[config.mk]
export PLATFORM = sky130hd
export DESIGN_NAME = egress_arb
export DESIGN_NICKNAME = d
export VERILOG_FILES = /design/src/rtl/egress_arb.sv
export SDC_FILE = /design/constraint.sdc
export NUM_CORES = 1
export LEC_CHECK = 0
export CAP_MARGIN = 40
export CORE_UTILIZATION = 41
export CTS_CLUSTER_SIZE = 30
export DETAILED_ROUTE_END_ITERATION = 8
export PLACE_DENSITY_LB_ADDON = 0.2
export SYNTH_ARGS = -nofsm -noshare
export SYNTH_HDL_FRONTEND = slang
export SYNTH_SLANG_ARGS = --single-unit
export TNS_END_PERCENT = 5
[constraint.sdc]
create_clock -name clk -period 6.5 [get_ports clk]
set_clock_uncertainty 0.05 [all_clocks]
set_input_delay 0.975 -clock clk [delete_from_list [all_inputs] [get_ports clk]]
set_output_delay 0.975 -clock clk [all_outputs]
set_load 0.03 [all_outputs]
[src/rtl/egress_arb.sv]
// egress_arb: round-robin arbiter that moves fixed-length block packets from NUM_PORTS requesters to one egress.
// Defining EGRESS_ARB_STATS_EN adds saturating statistics counters readable through stat_sel/stat_out.
module egress_arb #(
   parameter int NUM_PORTS       = 4,
   parameter int PACKET_XFER_LEN = 32,
   parameter int PACKET_BLOCKS   = 8,
   parameter int GAP_CYCLES      = 2
) (
   input  logic                                 clk,
   input  logic                                 reset,
   input  logic [NUM_PORTS-1:0]                 req,
   input  logic [NUM_PORTS*PACKET_XFER_LEN-1:0] data_in,
   input  logic                                 egress_full,
   output logic [NUM_PORTS-1:0]                 grant,
   output logic [NUM_PORTS-1:0]                 pop,
   output logic                                 write_en,
   output logic [PACKET_XFER_LEN-1:0]           data_out,
   output logic                                 busy,
   input  logic [2:0]                           stat_sel,
   output logic [15:0]                          stat_out
);
   localparam int         PW        = (NUM_PORTS > 1) ? $clog2(NUM_PORTS) : 1;
   localparam logic [7:0] LAST_BEAT = 8'(PACKET_BLOCKS - 1);
   localparam logic [3:0] GAP_LOAD  = 4'(GAP_CYCLES);

   typedef enum logic [1:0] {IDLE, XFER, GAP} state_t;

   state_t        state;
   logic [PW-1:0] last_winner;
   logic [PW-1:0] next_winner;
   logic [7:0]    beat_cnt;
   logic [3:0]    gap_cnt;
   logic          any_pop;

   // First requester strictly after the previous winner, wrapping naturally in PW bits.
   function automatic logic [PW-1:0] rr_pick(input logic [NUM_PORTS-1:0] r,
                                             input logic [PW-1:0] last);
      logic [PW-1:0] idx;
      logic          found;
      rr_pick = last;
      found   = 1'b0;
      for (int k = 1; k <= NUM_PORTS; k++) begin
         idx = last + PW'(k);
         if (!found && r[idx]) begin
            rr_pick = idx;
            found   = 1'b1;
         end
      end
   endfunction

   assign next_winner = rr_pick(req, last_winner);
   assign pop         = (state == XFER && !egress_full) ? (grant & req) : '0;
   assign any_pop     = |pop;
   assign busy        = (state != IDLE);

   always_ff @(posedge clk or negedge reset) begin
      if (!reset) begin
         state       <= IDLE;
         grant       <= '0;
         write_en    <= 1'b0;
         data_out    <= '0;
         beat_cnt    <= '0;
         gap_cnt     <= '0;
         last_winner <= PW'(NUM_PORTS - 1);
      end else begin
         write_en <= 1'b0;
         case (state)
            IDLE: begin
               if (|req) begin
                  grant       <= NUM_PORTS'(1) << next_winner;
                  last_winner <= next_winner;
                  beat_cnt    <= '0;
                  state       <= XFER;
               end
            end
            XFER: begin
               // last_winner is the owner for the whole packet, so it selects the data slice.
               if (any_pop) begin
                  write_en <= 1'b1;
                  data_out <= data_in[int'(last_winner)*PACKET_XFER_LEN +: PACKET_XFER_LEN];
                  beat_cnt <= beat_cnt + 8'd1;
                  if (beat_cnt == LAST_BEAT) begin
                     grant   <= '0;
                     gap_cnt <= GAP_LOAD;
                     state   <= (GAP_CYCLES == 0) ? IDLE : GAP;
                  end
               end
            end
            GAP: begin
               gap_cnt <= gap_cnt - 4'd1;
               if (gap_cnt == 4'd1) state <= IDLE;
            end
            default: state <= IDLE;
         endcase
      end
   end

`ifdef EGRESS_ARB_STATS_EN
   logic [15:0] port_pkts [NUM_PORTS];
   logic [15:0] stall_cnt;
   logic [15:0] total_pkts;

   function automatic logic [15:0] sat_inc(input logic [15:0] v);
      return (v == 16'hFFFF) ? v : v + 16'd1;
   endfunction

   always_ff @(posedge clk or negedge reset) begin
      if (!reset) begin
         for (int i = 0; i < NUM_PORTS; i++) port_pkts[i] <= '0;
         stall_cnt  <= '0;
         total_pkts <= '0;
      end else begin
         if (state == IDLE && |req) begin
            port_pkts[next_winner] <= sat_inc(port_pkts[next_winner]);
            total_pkts             <= sat_inc(total_pkts);
         end
         if (state == XFER && !any_pop) stall_cnt <= sat_inc(stall_cnt);
      end
   end

   // Selects 6 and 7 take precedence over per-port counters when NUM_PORTS is 8.
   always_comb begin
      stat_out = '0;
      if (stat_sel == 3'd6)                 stat_out = stall_cnt;
      else if (stat_sel == 3'd7)            stat_out = total_pkts;
      else if (int'(stat_sel) < NUM_PORTS)  stat_out = port_pkts[stat_sel[PW-1:0]];
   end
`else
   logic unused_stat_sel;
   assign unused_stat_sel = ^stat_sel;
   assign stat_out        = '0;
`endif

endmodule

==> impl_metrics.toml <==
[synth]
syn_avg_cell_area_um2 = 10.2
synthTopCellsByCount = "113 x nand2_1, 51 x dfrtp_1, 32 x mux4_2"
synth.area.top_cells = "dfrtp_1 40%, mux4_2 22%, nand2_1 13%, buf_4 4.0%, dfstp_2 1.6%"
yosys_warnings = 0
ys_async_sr_fraction = 1.00
synthDominantCellAreaShare = 0.397
synth_cell_types = 41
netlist.top_cell.by_area = "dfrtp_1"
ys.flop_type = "dfrtp_1"
synthCells = 315
yosysMostFrequentCell = "nand2_1"
synth-edff-count = 0
synth_area_mm2 = 0.00322
ys_seq_area_frac = 0.413
ys_ff_latch = 53

[global_route]
grt_pass1_wl_mm = 15.1
grt.overflow.total = 0
grt_usage = 0.236
antenna_found_initial = 0
first_global_vias = 3107
grt_max_degree = 54

[clock_tree]
tritoncts = "done"
root_buffer = "clkbuf_8"
cts_buffers = 5
clk_pin_slew_ns = 0.10
cts_buffer_depth = 2
cts_resized = 0
cts_max_level = 2
post-cts-setup-buffer-count = 0
clk_latency_ns = 0.30
clock-sinks = 53
cts_hold_buf = 0

[critical_path]
reg2reg_slack_ns = 3.86
critPathLaunchType = "input port"
worstPathMaxFanout = 5
cp_data_arrival_time_ns = 2.59
required_ns = 5.47
crit_type = "input port to output pin"
cp-end-kind = "output pin"

[floorplanning]
die_height_um = 90.6
die_x_um = 90.6
start_util = 0.434
core_mm2 = 0.00741
num_rows = 31
dieArea_mm2 = 0.00820
ios = 196

[layout]
drive_gt1_frac = 0.101
final_core_util = 0.688
final_nets = 623
area_growth_pct = 58.3
stdcell_area_mm2 = 0.00509
diodes = 0
fin_cells = 582
fill_cells = 582

[timing]
min_period_over_period = 0.556
hold_viol = 0
setup_ws_ns = 2.89
whs_ns = 0.433
rsz0062_at_grt = "false"
max_freq_ghz = 0.277
drv_slew = 0
period_minus_slack_ns = 3.61
slew_headroom = 0.551
final.setup.tns_ns = 0
tightest_slew_ns = 0.673
finalSetupViolCount = 0

[run_status]
outcome = "finished clean"

[detailed_routing]
num_vias = 2971
detail-route-antenna-nets = 0
drt_iter0_drc = 129
drt-pass1-iter-count = 5
viasPerCell = 5.10
wl_per_cell_um = 15.7
drt-total-wl_mm = 9.15
drc = 0

[worst_hold_path]
min_path_type = "flip-flop to flip-flop"

[placement]
dp_slack_ns = 2.87
portBuffers = 176
detailed_place_hpwl_mm = 7.03
gp_congestion = 0.734
dp_cells = 574
place_area_mm2 = 0.00501

[run]
maxCapViolations = 0

[power]
switching_share = 0.345
power_switching_mw = 0.350
comb_power_share = 0.404
finalPower_mw = 1.02
peakVddDrop_v = 0.000108
seqPwrFrac = 0.416
p_int_mw = 0.666
power_density_mw_per_mm2 = 199
p_leak_nw = 2.13
clkPwrFrac = 0.181
## critical path, stage by stage
cell and delay (ns):
clkdlybuf4s50_1 0.40, or3b_4 0.40, nor2_1 0.13, clkdlybuf4s50_1 0.68
## metal layers
layer  up-vias  share of wire  GRT usage
li1       1399              -          -
met1      1421           0.36      0.262
met2       136           0.55      0.439
met3        15          0.075     0.0631
met4         0          0.017     0.0645
met5         -              0          0
## cell usage in the layout (no fill, tap or decap), types with 2 or more instances in the layout
cell,instances
clkbuf_8,5
nor2_1,13
conb_1,16
nand3_1,4
nand3b_1,2
inv_1,4
nand2_1,113
or3_1,2
o31ai_1,5
xnor2_1,2
o2bb2ai_1,2
ha_1,3
nor2b_1,2
nor3_1,3
clkbuf_1,2
a21oi_1,7
a22o_1,2
dfrtp_1,51
buf_4,3
nor4_1,2
nand2b_1,2
mux2i_1,3
a22oi_1,2
mux4_2,32
clkdlybuf4s50_1,175
o21ai_0,3
or4_1,5
dfstp_2,2
## cell families (layout without fill, tap and decap cells)
kind of cell	after synthesis	count (layout)	synth area share
muxes	36	36	0.237
other	1	16	0.00117
xor gates and xnor gates	3	3	0.00817
DFF	53	53	0.413
buffers and inverters	40	193	0.0712
AOI/OAI and AO/OA	26	26	0.0556
adders and majority gates	3	3	0.0117
and+or+nand+nor	153	153	0.202
## final cells by class
class                   count  area [um^2]  share of cell area
clock buffers               7         76.3              0.0150
clock inverters             1         7.51             0.00147
inverters                   4         15.0             0.00295
multi-input cells         237         1720               0.337
flip-flops and latches     53         1330               0.261
well taps                  99          124              0.0243
repair buffers            181         1830               0.359
## flip-flops by register name, summed over array words and instances (netlist names)
register,cells
grant,4
last_winner,2
state,2
gap_cnt,4
write_en,1
beat_cnt,8
data_out,32
## power by group through the flow
stage	Sequential (mW)	Combinational (mW)	Clock, mW
after floorplan	0.531	0.0954	0
after CTS	0.422	0.414	0.190
after global routing	0.431	0.435	0.203
after detailed placement	0.427	0.414	0
final	0.423	0.410	0.184
after global placement	0.426	0.405	0
## final timing paths
check / cells after the start / to / startpoint
setup / recovery: 4 / pop[2] / egress_full
hold / removal: 2 / data_out[31]$_DFFE_PN0P_ / data_out[31]$_DFFE_PN0P_
setup reg to reg: 6 / grant[0]$_DFFE_PN0P_ / state[1]$_DFFE_PN0P_
hold reg to reg: 2 / data_out[31]$_DFFE_PN0P_ / data_out[31]$_DFFE_PN0P_
max in group asynchronous: 2 / data_out[10]$_DFFE_PN0P_ / reset
min in group asynchronous: 2 / gap_cnt[0]$_DFFE_PN0P_ / reset
Power figures use the tool's default switching activity.
==> RTL edit 1 (config.mk and constraints unchanged) <==
The option `EGRESS_ARB_STATS_EN` is turned on by a define.
--- a/src/rtl/egress_arb.sv
+++ b/src/rtl/egress_arb.sv
@@ -1,4 +1,6 @@
 // egress_arb: round-robin arbiter that moves fixed-length block packets from NUM_PORTS requesters to one egress.
 // Defining EGRESS_ARB_STATS_EN adds saturating statistics counters readable through stat_sel/stat_out.
+`define EGRESS_ARB_STATS_EN
+
 module egress_arb #(
    parameter int NUM_PORTS       = 4,
Formal check against the unedited RTL: not equivalent (a bounded check fails within 4 cycles, from zero or initial values and one cycle with reset low).
==> RTL edit 1 against the unedited design <==
  * Cell area up 120%
  * Synthesized cell count up 150%
  * Utilization down 12 points
  * Critical endpoint is now stat_out[10]
  * Sequential cell count up 96
  * Fmax down 22%
  * Critical path depth unchanged
  * Worst setup slack worse by 1.0 ns
  * Synthesized area rose to 2.6 times the old value
  * Wire length up 150%
  * Via count up 120%
  * Total power rose to 3.7 times the old value
  * Sequential share of layout area up 7.0 points
==> RTL edit 1: results (changes against the unedited design) <==
<table>
<tr><th>Metric</th><th>Value</th></tr>
<tr><th colspan="2">Outcome</th></tr>
<tr><td>Run status</td><td>finished clean</td></tr>
<tr><th colspan="2">GRT</th></tr>
<tr><td>Maximum number of pins on one net before global-route repair</td><td>77 (+43%)</td></tr>
<tr><td>Gr usage total</td><td>22.75% (-0.82 points)</td></tr>
<tr><td>Fraction of met3 tracks used by global routing</td><td>4.025% (-2.3 points)</td></tr>
<tr><td>Global-route track usage on met1</td><td>30.94% (+4.8 points)</td></tr>
<tr><td>Vias in the first global route</td><td>6825 (+120%)</td></tr>
<tr><td>Global routing met2 resource utilization</td><td>36.66% (-7.2 points)</td></tr>
<tr><th colspan="2">Pwr</th></tr>
<tr><td>Static Leak</td><td>4.900 nW (+130%)</td></tr>
<tr><td>Worst vdd rail ir drop</td><td>0.1666 mV (+54%)</td></tr>
<tr><th colspan="2">Placement</th></tr>
<tr><td>Worst slack at placement</td><td>1.729 ns (-1.140 ns)</td></tr>
<tr><td>Gp weighted congestion</td><td>0.8782 (+20%)</td></tr>
<tr><td>Final HPWL from detailed placement</td><td>16.93 mm (+140%)</td></tr>
<tr><td>IO Port Bufs</td><td>195 (+11%)</td></tr>
<tr><td>Cell Area, Placed</td><td>0.01070 mm² (+110%)</td></tr>
<tr><th colspan="2">Setup path</th></tr>
<tr><td>Capture point of the worst reg-to-reg path</td><td>port_pkts[62]</td></tr>
<tr><td>Reg2reg path depth</td><td>10 (+4)</td></tr>
<tr><td>Arrival time of data at the critical path endpoint</td><td>3.62 ns (+1.03 ns)</td></tr>
<tr><td>Source of the worst register-to-register timing path</td><td>last_winner[0]</td></tr>
<tr><th colspan="2">Cells and area</th></tr>
<tr><td>Share of final-layout standard cells stronger than drive strength 1</td><td>15.17% (+5.0 points)</td></tr>
<tr><td>Final Net Count</td><td>1113 (+79%)</td></tr>
<tr><th colspan="2">Synth</th></tr>
<tr><td>Top cells by area in the synthesized netlist</td><td>sky130_fd_sc_hd__dfrtp_1, sky130_fd_sc_hd__mux4_2, sky130_fd_sc_hd__nand2_1, sky130_fd_sc_hd__mux2i_1, sky130_fd_sc_hd__mux2_2</td></tr>
<tr><td>Commonest cells in the netlist</td><td>sky130_fd_sc_hd__nand2_1, sky130_fd_sc_hd__dfrtp_1, sky130_fd_sc_hd__mux2i_1</td></tr>
<tr><td>Part of the Yosys area used for sequential elements</td><td>44.49% (+3.2 points)</td></tr>
<tr><th colspan="2">Detailed routing</th></tr>
<tr><td>Starting DRT DRC Count</td><td>279 (+120%)</td></tr>
<tr><td>Detail-routed via count per cell</td><td>5.257 (+3.0%)</td></tr>
<tr><td>Post-DR wirelength/cell</td><td>18.24 µm (+16%)</td></tr>
<tr><th colspan="2">Min path</th></tr>
<tr><td>Worst Hold End</td><td>data_out[29]</td></tr>
</table>
[RTL edit 1: worst max-delay path by stage]
| stage | cells past startpoint | startpoint | slack, ns | end |
|---|---|---|---|---|
| floorplan | 5 | stat_sel[0] | 2.65 | stat_out[10] |
| global placement | 10 | req[3] | 1.82 | port_pkts[30] |
| detailed placement | 10 | req[3] | 1.73 | port_pkts[62] |
| CTS | 4 | stat_sel[1] | 1.85 | stat_out[10] |
| global route | 4 | stat_sel[1] | 1.77 | stat_out[10] |
| finish | 4 | stat_sel[1] | 1.85 | stat_out[10] |
[RTL edit 1: power by group]
| group | internal [W] | switching (W) | leakage [nW] |
|---|---|---|---|
| Sequential | 0.00112 | 0.000148 | 1.97 |
| Clock | 0.000589 | 0.000369 | 0.284 |
| Combinational | 0.000722 | 0.000853 | 2.64 |
| Total | 0.00243 | 0.00137 | 4.90 |
[RTL edit 1: cell type report]
type,instances,area (µm²)
inverters,24,90.09
clock buffers,21,470.5
flip-flops and latches,149,3731
fillers,1762,8507
well taps,265,331.6
multi-input cells,564,4393
repair buffers,214,2153
clock inverters,10,105.1
[RTL edit 1: worst max-delay path, stage by stage]
cell,delay (ns)
sky130_fd_sc_hd__clkdlybuf4s50_1,0.95
sky130_fd_sc_hd__nand2_1,0.60
sky130_fd_sc_hd__o22ai_1,0.36
sky130_fd_sc_hd__clkdlybuf4s50_1,0.73
[RTL edit 1: per-layer routing]
| layer | part of all wire [%] | wire length [µm] |
|---|---|---|
| met5 | 0 | 0 |
| met4 | 1.9 | 430 |
| met3 | 3.5 | 795 |
| met2 | 49 | 11170 |
| met1 | 45 | 10340 |
[RTL edit 1: cell families (layout without fill, tap and decap cells)]
group | Yosys count | after routing | share of synthesized area (%)
multiplexers | 142 | 142 | 25.07
adder cells (fa/ha/maj) | 5 | 5 | 0.7460
flip-flops | 149 | 149 | 44.49
AND/OR/NAND/NOR | 295 | 295 | 16.31
XOR/XNOR | 43 | 43 | 4.670
AO/OA/AOI/OAI | 79 | 79 | 5.312
buffers and inverters | 67 | 269 | 3.402
[RTL edit 1: per-stage QoR]
stage          utilization [%]  hold slack, ns
3_3_place_gp             53.50          0.3992
5_1_grt                  57.00          0.4393
6_report                 57.00          0.4119
4_1_cts                  57.00          0.4175
2_1_floorplan                -          0.4053
3_5_place_dp             54.09          0.4053
==> RTL edit 2 (same flow settings) <==
Without the edit above. The 3 states of `state_t` get a one-hot encoding in 3 bits.
--- a/src/rtl/egress_arb.sv
+++ b/src/rtl/egress_arb.sv
@@ -24,5 +24,5 @@
    localparam logic [3:0] GAP_LOAD  = 4'(GAP_CYCLES);
 
-   typedef enum logic [1:0] {IDLE, XFER, GAP} state_t;
+   typedef enum logic [2:0] {IDLE = 3'b001, XFER = 3'b010, GAP = 3'b100} state_t;
 
    state_t        state;
Formal check against the unedited RTL: no difference found for any inputs over 10 cycles, from zero or initial values and one cycle with reset low; not proved beyond that.
==> RTL edit 2 against the unedited design <==
  * Cell area up 1.2%
  * Wire length shrank 3.0%
  * Critical path depth is the same
  * Sequential cell count grew 1
  * Worst setup slack got worse by 0.18 ns
  * Utilization shrank 2.1 points
  * Non-clock buffer count shrank 1
  * Synthesized area is 2.1% higher
Power is not compared: it rests on default switching activity, and its combinational part moved more than twofold at a synthesized area within 25%.
==> RTL edit 2: results (changes against the unedited design) <==
<table>
<tr><th>Metric</th><th>Value</th></tr>
<tr><th colspan="2">GRT</th></tr>
<tr><td>Maximum number of pins on one net before global-route repair</td><td>55 (+1.9%)</td></tr>
<tr><td>Global-route track usage on met1</td><td>26.60% (+0.42 points)</td></tr>
<tr><td>Vias in the first global route</td><td>2967 (-4.5%)</td></tr>
<tr><td>Fraction of met3 tracks used by global routing</td><td>5.025% (-1.3 points)</td></tr>
<tr><td>Gr usage total</td><td>21.54% (-2.0 points)</td></tr>
<tr><th colspan="2">Placement</th></tr>
<tr><td>Placed insts</td><td>585 (+1.9%)</td></tr>
<tr><td>Gp weighted congestion</td><td>0.7502 (+2.3%)</td></tr>
<tr><td>Final HPWL from detailed placement</td><td>6.779 mm (-3.5%)</td></tr>
<tr><td>Worst slack at placement</td><td>2.570 ns (-0.2987 ns)</td></tr>
<tr><th colspan="2">Synth</th></tr>
<tr><td>Adder and majority gate portion of the synthesized area</td><td>1.143% (-0.024 points)</td></tr>
<tr><td>Top cells by area in the synthesized netlist</td><td>sky130_fd_sc_hd__dfrtp_1, sky130_fd_sc_hd__mux4_2, sky130_fd_sc_hd__nand2_1, sky130_fd_sc_hd__buf_4, sky130_fd_sc_hd__dfstp_2</td></tr>
<tr><td>Fraction of the mapped netlist area in compound gates</td><td>7.543% (+2.0 points)</td></tr>
<tr><td>Number of unique standard cell types used by synthesis</td><td>44 (+7.3%)</td></tr>
<tr><td>Commonest cells in the netlist</td><td>sky130_fd_sc_hd__nand2_1, sky130_fd_sc_hd__dfrtp_1, sky130_fd_sc_hd__mux4_2</td></tr>
<tr><td>Multiplexer fraction of the synthesized cell area</td><td>21.94% (-1.7 points)</td></tr>
<tr><td>Part of the Yosys area used for sequential elements</td><td>41.26% (-0.050 points)</td></tr>
<tr><td>Share of the synthesized netlist area taken by xor and xnor gates</td><td>0.5333% (-0.28 points)</td></tr>
<tr><th colspan="2">Detailed routing</th></tr>
<tr><td>Detailed-route wire length on metal 1</td><td>3.526 mm (+8.3%)</td></tr>
<tr><td>Starting DRT DRC Count</td><td>75 (-42%)</td></tr>
<tr><td>Post-DR wirelength/cell</td><td>14.97 µm (-4.8%)</td></tr>
<tr><td>Met2 Wirelength</td><td>4.757 mm (-5.7%)</td></tr>
<tr><th colspan="2">Timing</th></tr>
<tr><td>Relative slew slack</td><td>41.38% (-14 points)</td></tr>
<tr><th colspan="2">Clocking</th></tr>
<tr><td>Worst skew pair latency</td><td>0.31 ns</td></tr>
<tr><td>Worst-path clk slew</td><td>0.10 ns (about the same)</td></tr>
<tr><th colspan="2">Outcome</th></tr>
<tr><td>Run status</td><td>finished clean</td></tr>
<tr><th colspan="2">Cells and area</th></tr>
<tr><td>Final Net Count</td><td>631 (+1.3%)</td></tr>
<tr><td>Share of final-layout standard cells stronger than drive strength 1</td><td>9.980% (-0.17 points)</td></tr>
<tr><td>Layout filler cell count</td><td>616 (+5.8%)</td></tr>
<tr><th colspan="2">Setup path</th></tr>
<tr><td>Arrival time of data at the critical path endpoint</td><td>2.76 ns (+0.17 ns)</td></tr>
</table>
-- RTL edit 2: area by class of cell --
class / count / area, µm² / area share, %
tap: 102 / 127.6 / 2.476
clock buffer: 6 / 72.57 / 1.408
multi-input combinational: 242 / 1748 / 33.92
sequential: 54 / 1355 / 26.29
inverter: 7 / 26.28 / 0.5098
timing repair buffer: 180 / 1787 / 34.67
clock inverter: 2 / 37.54 / 0.7283
-- RTL edit 2: kinds of logic after synthesis --
family,count (synthesis)
AND/OR/NAND/NOR,155
flip-flops,54
buffers and inverters,41
AO/OA/AOI/OAI,34
multiplexers,32
adder cells (fa/ha/maj),3
XOR/XNOR,2
other,1
-- RTL edit 2: final timing paths --
kind / from / endpoint / cells past startpoint / slack, ns
min in group asynchronous: reset / data_out[18] / 2 / 0.72
max in group asynchronous: reset / gap_cnt[1] / 2 / 5.23
min reg2reg: data_out[14] / data_out[14] / 2 / 0.43
min: data_out[14] / data_out[14] / 2 / 0.43
max: egress_full / pop[0] / 4 / 2.71
max reg2reg: state[2] / grant[2] / 7 / 3.43
-- RTL edit 2: power groups by stage --
stage | logic, W | registers, W | clock network (W)
after global placement | 0.00101 | 0.000580 | 0
final | 0.00102 | 0.000578 | 0.000226
after CTS | 0.00103 | 0.000580 | 0.000231
after floorplan | 0.000505 | 0.000721 | 0
after global routing | 0.00109 | 0.000595 | 0.000248
after detailed placement | 0.00103 | 0.000585 | 0
-- RTL edit 2: critical path: stages --
cell                              delay (ns)
sky130_fd_sc_hd__clkdlybuf4s50_1        0.42
sky130_fd_sc_hd__or4b_4                 0.52
sky130_fd_sc_hd__nor2_1                 0.14
sky130_fd_sc_hd__clkdlybuf4s50_1        0.70
